**src/rtl/lcd_scroll_pkg.sv**
```systemverilog
// Shared definitions for the LCD text scroller.
// Holds the FSM state encoding, the blank character, the host write
// address map and the number of characters on one LCD line.
package lcd_scroll_pkg;

    typedef enum logic [1:0] {
        ST_IDLE  = 2'd0,
        ST_BUILD = 2'd1,
        ST_WAIT  = 2'd2,
        ST_HOLD  = 2'd3
    } scroll_state_t;

    localparam logic [7:0] BLANK_CHAR = 8'h20;

    // Host address map: message characters, then the 16 line-2 characters
    localparam logic [5:0] MSG_BASE = 6'd0;
    localparam logic [5:0] L2_BASE  = 6'd32;
    localparam logic [5:0] L2_LAST  = 6'd47;

    localparam int LINE_CHARS = 16;

    // A full line of blanks, char 0 in the top byte
    function automatic logic [127:0] blank_line();
        return {LINE_CHARS{BLANK_CHAR}};
    endfunction

endpackage

```
**src/rtl/lcd_scroll_msg_ram.sv**
```systemverilog
// Message store for the LCD text scroller.
// DEPTH x 8 memory, synchronous write, asynchronous read.
// Ports:
//   clk   - write clock
//   we    - write enable
//   waddr - write address
//   wdata - write character
//   raddr - read address (the scroller's read pointer)
//   rdata - character at raddr
// Contents are not reset; the host must load the message before use.
module lcd_scroll_msg_ram
    import lcd_scroll_pkg::*;
#(
    parameter int DEPTH = 32,
    parameter int AW    = $clog2(DEPTH)
) (
    input  logic          clk,
    input  logic          we,
    input  logic [AW-1:0] waddr,
    input  logic [7:0]    wdata,
    input  logic [AW-1:0] raddr,
    output logic [7:0]    rdata
);

    logic [7:0] mem_r [DEPTH];

    // Host character writes
    always_ff @(posedge clk) begin
        if (we) begin
            mem_r[waddr] <= wdata;
        end
    end

    assign rdata = mem_r[raddr];

endmodule

```
**src/rtl/lcd_text_scroller.sv**
```systemverilog
// Feeds the character-LCD driver with two 16-character line images.
// Line 1 is a 16-character window scrolling over a message of up to
// MSG_DEPTH characters (wrapping); line 2 is a static host-written field.
// The window is rebuilt one character per cycle into a shadow register and
// committed in one edge, so the driver never sees a partial line.
// Ports:
//   clk, rst          - clock, asynchronous active-low reset
//   wr_en/addr/data   - host character writes (0..31 message, 32..47 line 2)
//   i_len, i_start    - message length (latched on start), start pulse
//   i_stop            - return to idle (wins over i_start)
//   i_dir             - 0 scroll left, 1 scroll right
//   i_pause           - freeze the step timer
//   o_line1, o_line2  - line images, char 0 in [127:120]
//   o_frame           - one-cycle pulse when o_line1 changes
//   o_busy            - scroller is not idle
module lcd_text_scroller
    import lcd_scroll_pkg::*;
#(
    parameter int MSG_DEPTH  = 32,
    parameter int STEP_DIV   = 5000000,
    parameter int HOLD_STEPS = 4
) (
    input  logic         clk,
    input  logic         rst,
    input  logic         wr_en,
    input  logic [5:0]   wr_addr,
    input  logic [7:0]   wr_data,
    input  logic [5:0]   i_len,
    input  logic         i_start,
    input  logic         i_stop,
    input  logic         i_dir,
    input  logic         i_pause,
    output logic [127:0] o_line1,
    output logic [127:0] o_line2,
    output logic         o_frame,
    output logic         o_busy
);

    localparam int AW    = $clog2(MSG_DEPTH);
    localparam int LW    = AW + 1;
    localparam int HMAX  = (HOLD_STEPS > 0) ? HOLD_STEPS : 1;
    localparam int CNT_W = $clog2(STEP_DIV * HMAX);
    localparam logic [CNT_W-1:0] WAIT_LAST = CNT_W'(STEP_DIV - 1);
    localparam logic [CNT_W-1:0] HOLD_LAST = CNT_W'(STEP_DIV * HMAX - 1);

    scroll_state_t    state_r, state_nx_s;
    logic [LW-1:0]    len_r, len_in_s;
    logic [AW-1:0]    offset_r, off_next_s, p_r;
    logic [3:0]       idx_r;
    logic [CNT_W-1:0] cnt_r;
    logic [127:0]     shadow_r, line1_r, line2_r;
    logic             frame_r, adv_s;
    logic [7:0]       rdata_s;
    logic             msg_we_s, line2_we_s;

    // Step forward through the message, wrapping at len
    function automatic logic [AW-1:0] wrap_inc(input logic [AW-1:0] v,
                                               input logic [LW-1:0] n);
        logic [LW-1:0] v1;
        v1 = {1'b0, v} + LW'(1);
        if (v1 >= n) return '0;
        else         return v1[AW-1:0];
    endfunction

    // Step backward through the message, wrapping 0 -> len-1
    function automatic logic [AW-1:0] wrap_dec(input logic [AW-1:0] v,
                                               input logic [LW-1:0] n);
        if (v == '0) return AW'(n - LW'(1));
        else         return v - AW'(1);
    endfunction

    assign msg_we_s   = wr_en && (wr_addr < L2_BASE);
    assign line2_we_s = wr_en && (wr_addr >= L2_BASE) && (wr_addr <= L2_LAST);
    assign off_next_s = i_dir ? wrap_dec(offset_r, len_r) : wrap_inc(offset_r, len_r);

    lcd_scroll_msg_ram #(.DEPTH(MSG_DEPTH), .AW(AW)) u_msg_ram (
        .clk   (clk),
        .we    (msg_we_s),
        .waddr (wr_addr[AW-1:0]),
        .wdata (wr_data),
        .raddr (p_r),
        .rdata (rdata_s)
    );

    // Clamp the requested length to the message capacity
    always_comb begin
        len_in_s = LW'(i_len);
        if ({1'b0, i_len} > 7'(MSG_DEPTH)) begin
            len_in_s = LW'(MSG_DEPTH);
        end else begin
            len_in_s = LW'(i_len);
        end
    end

    // FSM state register
    always_ff @(posedge clk or negedge rst) begin
        if (!rst) state_r <= ST_IDLE;
        else      state_r <= state_nx_s;
    end

    // Next state and the step-advance strobe
    always_comb begin
        state_nx_s = state_r;
        adv_s      = 1'b0;
        if (i_stop) begin
            state_nx_s = ST_IDLE;
        end else if (i_start) begin
            if (len_in_s == '0) state_nx_s = ST_IDLE;
            else                state_nx_s = ST_BUILD;
        end else begin
            case (state_r)
                ST_IDLE: state_nx_s = ST_IDLE;
                ST_BUILD: begin
                    if (idx_r == 4'd15) begin
                        if ((offset_r == '0) && (HOLD_STEPS > 0)) state_nx_s = ST_HOLD;
                        else                                      state_nx_s = ST_WAIT;
                    end else begin
                        state_nx_s = ST_BUILD;
                    end
                end
                ST_WAIT: begin
                    if (!i_pause && (cnt_r == WAIT_LAST)) begin
                        adv_s      = 1'b1;
                        state_nx_s = ST_BUILD;
                    end else begin
                        state_nx_s = ST_WAIT;
                    end
                end
                ST_HOLD: begin
                    if (!i_pause && (cnt_r == HOLD_LAST)) begin
                        adv_s      = 1'b1;
                        state_nx_s = ST_BUILD;
                    end else begin
                        state_nx_s = ST_HOLD;
                    end
                end
                default: state_nx_s = ST_IDLE;
            endcase
        end
    end

    // Datapath: window build, step timer, offset and line images
    always_ff @(posedge clk or negedge rst) begin
        if (!rst) begin
            len_r    <= '0;
            offset_r <= '0;
            p_r      <= '0;
            idx_r    <= 4'd0;
            cnt_r    <= '0;
            shadow_r <= blank_line();
            line1_r  <= blank_line();
            line2_r  <= blank_line();
            frame_r  <= 1'b0;
        end else begin
            frame_r <= 1'b0;
            if (line2_we_s) begin
                // addresses 32..47 map to chars 0..15 via the low nibble
                line2_r[{~wr_addr[3:0], 3'b000} +: 8] <= wr_data;
            end
            if (i_stop) begin
                idx_r <= 4'd0;
                cnt_r <= '0;
            end else if (i_start) begin
                len_r    <= len_in_s;
                offset_r <= '0;
                p_r      <= '0;
                idx_r    <= 4'd0;
                cnt_r    <= '0;
                if (len_in_s == '0) begin
                    line1_r <= blank_line();
                end
            end else begin
                case (state_r)
                    ST_BUILD: begin
                        shadow_r[{~idx_r, 3'b000} +: 8] <= rdata_s;
                        p_r   <= wrap_inc(p_r, len_r);
                        idx_r <= idx_r + 4'd1;
                        if (idx_r == 4'd15) begin
                            // last char goes straight into the committed image
                            line1_r <= {shadow_r[127:8], rdata_s};
                            frame_r <= 1'b1;
                            cnt_r   <= '0;
                        end
                    end
                    ST_WAIT, ST_HOLD: begin
                        if (!i_pause) begin
                            if (adv_s) begin
                                offset_r <= off_next_s;
                                p_r      <= off_next_s;
                                idx_r    <= 4'd0;
                                cnt_r    <= '0;
                            end else begin
                                cnt_r <= cnt_r + CNT_W'(1);
                            end
                        end
                    end
                    default: begin
                        idx_r <= 4'd0;
                    end
                endcase
            end
        end
    end

    assign o_line1 = line1_r;
    assign o_line2 = line2_r;
    assign o_frame = frame_r;
    assign o_busy  = (state_r != ST_IDLE);

endmodule

```
**config.mk**
```make
export PLATFORM = sky130hd
export DESIGN_NAME = lcd_text_scroller
export DESIGN_NICKNAME = d
export VERILOG_FILES = /design/src/rtl/lcd_scroll_pkg.sv /design/src/rtl/lcd_scroll_msg_ram.sv /design/src/rtl/lcd_text_scroller.sv
export SDC_FILE = /design/constraint.sdc
export NUM_CORES = 1
export LEC_CHECK = 0
export CAP_MARGIN = 20
export CORE_ASPECT_RATIO = 1.1
export CORE_MARGIN = 5
export CORE_UTILIZATION = 25
export DETAILED_ROUTE_END_ITERATION = 7
export PLACE_DENSITY = 0.48
export SLEW_MARGIN = 25
export SYNTH_ARGS = -nofsm -noshare
export SYNTH_HDL_FRONTEND = slang
export SYNTH_HIERARCHICAL = 1
export SYNTH_SLANG_ARGS = --single-unit
```
**constraint.sdc**
```tcl
create_clock -name clk -period 3.5 [get_ports clk]
set_input_delay 0.35 -clock clk [delete_from_list [all_inputs] [get_ports clk]]
set_output_delay 0.35 -clock clk [all_outputs]
set_load 0.02 [all_outputs]
```
Yosys cells after proc, flatten, opt, wreduce, memory -nomap -nowiden
Memory sizes are Yosys's and may differ from the RTL's.
Index checks and enable logic that the tools add are counted.

storage, ports and cells
  register bits = 432
  logic and storage cells = 117
  bits in latches = 0
  memories kept = 1
  memory bits (read-only) = 0
  memory bits (writable) = 256

operators by class
  div/mod/pow operators = 0
  add/subtract/negate cells = 8
  eq/ne operators = 13
  magnitude comparators = 6
  shifts and indexed selects = 4
  bitwise logic cells = 4
  multiply operators = 0
  muxes and demuxes = 47
  reduce and logical (&&, ||, !) cells = 24

memory list
  name             depth  bits a word  read ports  clocked after Yosys merged registers in  wr ports  line                      RTL
  u_msg_ram.mem_r  32     8            1           0                                        1         lcd_scroll_msg_ram.sv:25  logic [7:0] mem_r [DEPTH];

operator list
  cell                     count
  $mux 128                 4
  $bwmux 128               2
  $shift 8x9->128 const A  2
  $shiftx 8x9->128         2
  $mux 25                  5
  $pmux 25 s2              1
  $mux 5                   9
  $add 25x1->25 const B    1
  $eq 25x23->1 const B     1
  $eq 25x25->1 const B     1
  $neg 7->9                2
  $mux 4                   4
  $add 5x1->6 const B      2
  $ge 6x6->1               2
  $mux 1                   12
  $ne 4x4->1 const B       3
  $reduce_and 4->1         3
  $mux 2                   5
  $pmux 5 s2               1
  $reduce_bool 2->1        5
  $sub 5x1->5 const B      2
  $not 4->4                2
  $pmux 2 s4               1
  $pmux 4 s2               1
  other kinds (24)         33

Logic depth before layout (Yosys ltp)
Gate-level depths: netlist of run 1.

  word-level depth = 11
  depth in mapped cells = 11
  depth with buffers taken out = 10

Modules after synthesis
Netlist of run 1, hierarchy kept.

modules (own cells, without submodules)
  module              area an instance (µm²)  times used  sequential area each (µm²)  cells each
  lcd_text_scroller   18310.1                 1           10669.0                     1614
  lcd_scroll_msg_ram  9893.2                  1           7687.4                      409

Worst setup path after synthesis of run 1
Ideal clock, no wire load.

  path kind = flip-flop to flip-flop
  from = reg p_r[2]
  to = reg shadow_r[48]
  library setup time = 125 ps
  data required time = 3375 ps
  path slack = 801 ps
  arrival = 2574 ps
  cell stages (with the launch flop) = 8
  cells stage by stage = dfrtp_1 > clkbuf_1 > clkbuf_1 > mux4_2 > mux4_2 > mux2_2 > and2_1 > mux2_2

on the way
  cells in the longest elaborated chain, start to end = 3

ends and longest elaborated chain
  what                            line                      RTL
  start: declaration              lcd_text_scroller.sv:48   logic [AW-1:0] offset_r, off_next_s, p_r;
  start signal: assignment        lcd_text_scroller.sv:176  p_r <= wrap_inc(p_r, len_r);
  start signal: assignment        lcd_text_scroller.sv:189  p_r <= off_next_s;
  $mem_v2 32x8                    -
  named net rdata_s[0]            lcd_text_scroller.sv:53   logic [7:0] rdata_s;
  $shiftx 8x9->128                lcd_text_scroller.sv:175  shadow_r[{~idx_r, 3'b000} +: 8] <= rdata_s;
  $bwmux 128                      lcd_text_scroller.sv:175
  end signal: assignment          lcd_text_scroller.sv:150  shadow_r <= blank_line();
  end signal: indexed assignment  lcd_text_scroller.sv:175
  end: declaration                lcd_text_scroller.sv:51   logic [127:0] shadow_r, line1_r, line2_r;

The timed path passes the listed nets, and every way through them passes these cells.
A chain may end at the register's enable or synchronous reset.

Worst setup path after layout of run 1
  from = reg p_r[0]
  to = reg shadow_r[106]

Same word-level chain as after synthesis.

==> flow_summary.ini, run 1 <==
[route]
routedWlPerCell_um = 19.5
first_pass_iters = 5
num_vias = 17400
remaining_drc_errors = 0
drt_iter0_drc = 1124
wirelength_um = 77000
via_per_inst = 4.39
ant_nets = 0

[die]
start_util_pct = 25.1
die_width_um = 330
fp-row-count = 129
coreArea_um2 = 112000
die_h_um = 362
pin_count = 285
dieArea_um2 = 120000

[synth]
synth_fp_nets = 2073
ys.flop_type = dfrtp_1
async_flop_share_pct = 62.4
seq_area_frac_synth_pct = 65.1
ys_ff_latch = 680
synth_cells = 2023
synth.avg_cell_area_um2 = 13.9
synth_cell_type_count = 74
ys_warn_count = 6
synth_area_um2 = 28200
synthTopCellsByArea = dfrtp_1, edfxtp_1, mux2_2, mux4_2, dfstp_2
synth_edf_count = 256
synth_top_cell_by_area = dfrtp_1
synth_top_area_share_pct = 33.5

[finish]
n_antenna_cell = 0
layout-drive-gt1-share_pct = 23.7
area_delta_synth_final_pct = 27.8
most-common-layout-cells = dfrtp_1, clkdlybuf4s50_1, edfxtp_1
multiInputGateArea_um2 = 9380
regArea_um2 = 18400
final_common_cell = dfrtp_1
fillers = 11200
final_nets = 2429
instances_no_fill = 3951

[setup_path]
path_buf_inv = 1
critPathTopFamily = multiplexers
endpoint_kind = register
crit_path_start_kind = register
cpPeakStageDelay_ns = 0.65
required_ns = 4.03
crit_type = reg -> reg
crit_slowest_cell = dfrtp_4
cp_max_fo = 29
arrival_ns = 3.60
worstPathCellList = buf_12, mux4_2, mux4_2, mux2_2, nand2_1, nor2_1, mux2_2

[power_and_ir_drop]
power.density_nw_per_um2 = 554
power.leakage_uw = 0.0140
ir_drop_v = 0.000290

[sta]
worstMarginPinSlew_ns = 0.938
hold_viol = 0
whs_ns = 0.114
finalSetupViolCount = 0
fmax_mhz = 326
final.min_clock_period_ns = 3.07
period_share_pct = 87.7
slew_viol_final = 0
fin_tns_setup_ns = 0
grt_setup_unrepaired = false
slew_headroom_pct = 37.3
skew_ns = 0.0264

[clocking]
cts_tree = yes
htreeDepth = 3
clock_sinks = 680
cts_made_buffers = 78
clock_latency_ns = 0.64
clockBufferDepth = 3
root_buffer = clkbuf_16
cts.clk_slew.worst_paths_ns = 0.06

[grt]
antenna_found_initial = 2
grt_pass1_vias = 18400
grt_overflow_total = 0
grt_max_degree = 129
grt_use_total_pct = 12.7
grt_first_pass_wirelength_um = 117000

[flow_run]
drv_cap = 0

[placement]
dp_hpwl_um = 53300
portBuffers = 284
place_inst = 3804
place_congestion = 0.800

[run_status]
status = complete, no violations

[hold_path]
hold_path.class = in -> reg
## sequential cells by signal, indices dropped and copies added (netlist names)
name and cells:
shadow_r 120, o_line1 128, offset_r 5, idx_r 4, len_r 6, o_line2 128, u_msg_ram/mem_r 256, cnt_r 25
p_r 5, state_r 2, o_frame 1
## synthesized netlist by cell type, drive strengths merged (2+ instances only)
cell,number
or3,5
o31ai,10
and3,7
dfrtp,377
mux2i,3
mux4,80
clkbuf,70
and4,2
or4,2
or2,2
buf,26
a21o,4
ha,23
a2111oi,2
nor4b,2
a22o,10
a21oi,13
o2bb2ai,3
edfxtp,256
nand4,10
o21a,4
nand3,31
nor3b,3
nor3,12
o211ai,2
xnor2,9
or3b,3
nand2,239
nor4,8
and2,31
o22ai,2
xor2,19
inv,21
nand4b,2
nor2,112
nand3b,8
a31oi,5
nor2b,11
o21ai,194
o221ai,3
mux2,213
dfstp,47
nand2b,121
## final timing paths
path	startpoint	endpoint	slack [ns]	cells after the start
min reg2reg	o_line1[63]	o_line1[63]	0.48	2
min	i_start	state_r[1]	0.11	2
min in group asynchronous	rst	cnt_r[10]	0.37	2
max in group asynchronous	rst	o_line2[80]	2.14	4
max	p_r[0]	shadow_r[106]	0.43	7
max reg2reg	p_r[0]	shadow_r[106]	0.43	7
## per-stage QoR
stage	cell area, µm²	util (%)	setup WS [ns]	total power, µW
final	36000	32.1	0.429	20000
after global routing	36000	32.1	0.261	20900
after CTS	36000	32.1	0.404	20300
after detailed placement	33300	29.7	0.350	11800
after global placement	33300	29.7	0.428	11800
after floorplan	28200	-	0.801	10400
## layer usage
layer  vias to the layer above  routed length, µm  GRT usage [%]
met2                       516              36600           21.1
met3                       138               5560           3.95
met4                         2               2530           4.49
li1                       8011                  -              -
met5                         -                 10              0
met1                      8689              32200           15.7
## timing repair
item,4_1_cts,5_1_grt
endpoints found under the setup margin,0,0
setup buffers,0,0
hold buffers,1,0
hold endpoints to repair,67,0
gates resized for setup,0,0
## final cells by class
| type | count | area share, % |
|---|---|---|
| Tap cell | 1506 | 5.23 |
| Clock buffer | 109 | 6.25 |
| Clock inverter | 37 | 1.18 |
| Multi-Input combinational cell | 1226 | 26.0 |
| Inverter | 21 | 0.219 |
| Sequential cell | 680 | 51.0 |
| Timing Repair Buffer | 372 | 10.1 |
## worst reg2reg max path, delay by kind of cell, from the launching register on
| kind | cells | cell delay, ns |
|---|---|---|
| flops | 1 | 0.65 |
| simple gates | 2 | 0.25 |
| mux | 4 | 1.79 |
| buf+inv | 1 | 0.29 |
## cell families after synthesis
logic type | count (synthesis) | synth area share, %
adders and majority gates | 23 | 1.02
buffers and inverters | 117 | 1.73
and+or+nand+nor | 615 | 10.8
DFF | 680 | 65.1
muxes | 296 | 15.0
xor gates and xnor gates | 28 | 0.870
AOI/OAI and AO/OA | 264 | 5.47
## report_power, final
group	switching (µW)	internal [µW]	leakage [µW]	total, µW
clock	3420	4920	0.00130	8340
sequential	252	8630	0.00799	8880
combinational	1560	1200	0.00467	2760
Note: power is estimated with default switching activity, not from simulation.
==> inputs of run 2 (changes only) <==
--- a/config.mk
+++ b/config.mk
@@ -10,7 +10,9 @@
 export CORE_MARGIN = 5
 export CORE_UTILIZATION = 25
 export DETAILED_ROUTE_END_ITERATION = 7
+export MAX_ROUTING_LAYER = met4
 export PLACE_DENSITY = 0.48
+export SKIP_CTS_REPAIR_TIMING = 1
 export SLEW_MARGIN = 25
 export SYNTH_ARGS = -nofsm -noshare
 export SYNTH_HDL_FRONTEND = slang
==> run 2 against run 1 <==
Setup slack better by 0.0026 ns; sequential power about the same; final area about the same; worst hold slack worse by 0.0066 ns; critical endpoint is now shadow_r[22]; sequential share of layout area about the same; via count down 0.26%; critical path type unchanged; first-iteration DRC count up 4.2%.
==> flow_summary.ini, run 2 (synthesis results as in run 1) <==
[run_status]
status = complete, no violations

[setup_path]
arrival_ns = 3.60
crit_slowest_cell = dfrtp_4
crit_type = reg -> reg
endpoint_kind = register
r2r_cells = 6
cpPeakStageDelay_ns = 0.65
crit_path_start_kind = register
r2r_start = p_r[0]
worstPathCellList = buf_12, mux4_2, mux4_2, mux2_2, and2_1, mux2_2
cp_max_fo = 22
r2r-end = shadow_r[22]
required_ns = 4.03
r2r_setup_slack_ns = 0.43

[route]
wirelength_um = 77100
ant_nets = 0
num_vias = 17300
wl_met3_um = 5590
remaining_drc_errors = 0
wl_met1_um = 32300
wl_met2_um = 36700
drt_iter0_drc = 1171
via_per_inst = 4.38
routedWlPerCell_um = 19.5
first_pass_iters = 5
highest_layer = met4

[die]
die_h_um = 362
coreArea_um2 = 112000
fp-row-count = 129
die_width_um = 330
dieArea_um2 = 120000
pin_count = 285
start_util_pct = 25.1

[placement]
place_inst = 3804
place_congestion = 0.811
dp_hpwl_um = 53300
portBuffers = 284

[grt]
antenna_found_initial = 2
grt_use_total_pct = 13.1
grt_first_pass_wirelength_um = 117000
grt_max_degree = 129
grt_pass1_vias = 18400
grt_overflow_total = 0

[power_and_ir_drop]
p_int_uw = 14700
sequentialPowerShare_pct = 44.4
pwr-share-clk_pct = 41.7
power.switching_uw = 5230
swShare_pct = 26.2
power.density_nw_per_um2 = 554
pwr-share-comb_pct = 13.8
power.leakage_uw = 0.0140
ir_drop_v = 0.000291

[sta]
fin_tns_setup_ns = 0
slew_viol_final = 0
finalSetupViolCount = 0
skew_ns = 0.0253
worstMarginPinSlew_ns = 0.969
period_share_pct = 87.7
final.min_clock_period_ns = 3.07
slew_headroom_pct = 35.3
hold_viol = 0
fmax_mhz = 326
grt_setup_unrepaired = false

[hold_path]
hold_path.class = in -> reg
hold_depth = 2
hold_end = state_r[1]
min_from = i_start

[clocking]
cts.clk_slew.worst_paths_ns = 0.06
clock_latency_ns = 0.64
clockBufferDepth = 3
cts_tree = yes
cts_made_buffers = 78
root_buffer = clkbuf_16
htreeDepth = 3
clock_sinks = 680

[finish]
fillers = 11200
top_register = u_msg_ram/mem_r
largest_register_ffs = 256
instances_no_fill = 3952
final_nets = 2429
most-common-layout-cells = dfrtp_1, clkdlybuf4s50_1, edfxtp_1
layout-drive-gt1-share_pct = 23.7
area_delta_synth_final_pct = 27.8
final_common_cell = dfrtp_1

[flow_run]
drv_cap = 0
## run 2: layout make-up
| type | count | area (µm²) | area share, % |
|---|---|---|---|
| multi-input cells | 1226 | 9380 | 26.0 |
| clock buffers | 109 | 2250 | 6.25 |
| clock inverters | 37 | 425 | 1.18 |
| diodes | 1 | 2.50 | 0.00694 |
| inverters | 21 | 78.8 | 0.219 |
| repair buffers | 372 | 3650 | 10.1 |
| flip-flops and latches | 680 | 18400 | 51.0 |
| well taps | 1506 | 1880 | 5.23 |
## run 2: worst max-delay path by stage
stage                     to  slack [ns]  cells after the start       start
2_1_floorplan   shadow_r[48]        0.80                      7      p_r[2]
3_3_place_gp    shadow_r[17]        0.43                      6      p_r[0]
3_5_place_dp    o_line2[116]        0.35                      6  wr_addr[0]
4_1_cts        shadow_r[106]        0.40                      7      p_r[0]
5_1_grt         shadow_r[42]        0.26                      7      p_r[0]
6_report        shadow_r[22]        0.43                      6      p_r[0]
## run 2: metal layers
layer | vias to the layer above | track usage [%]
met5 | - | -
met3 | 129 | 4.08
met2 | 457 | 21.1
met4 | 0 | 4.49
li1 | 8004 | -
met1 | 8721 | 15.7
## run 2: metrics by stage
step	util [%]	setup slack (ns)	hold slack, ns	instance area, µm²	total power (µW)
after CTS	32.1	0.404	-0.256	36000	20300
after global placement	29.7	0.428	0.439	33300	11800
after detailed placement	29.7	0.350	0.446	33300	11800
after floorplan	-	0.801	0.0544	28200	10400
final	32.1	0.431	0.107	36000	20000
after global routing	32.1	0.262	0.101	36000	20900
## run 2: worst max-delay path, delay by kind of cell, from the launching register on
family	cells	cell delay (ns)
flops	1	0.65
simple gates	1	0.24
buf+inv	1	0.27
mux	4	1.77
## run 2: power groups by stage
stage	Clock [µW]	Combinational (µW)	Sequential (µW)
finish	8340	2760	8880
global route	8970	2990	8910
CTS	8620	2820	8890
detailed placement	0	2810	9030
global placement	0	2780	9030
floorplan	0	1260	9190
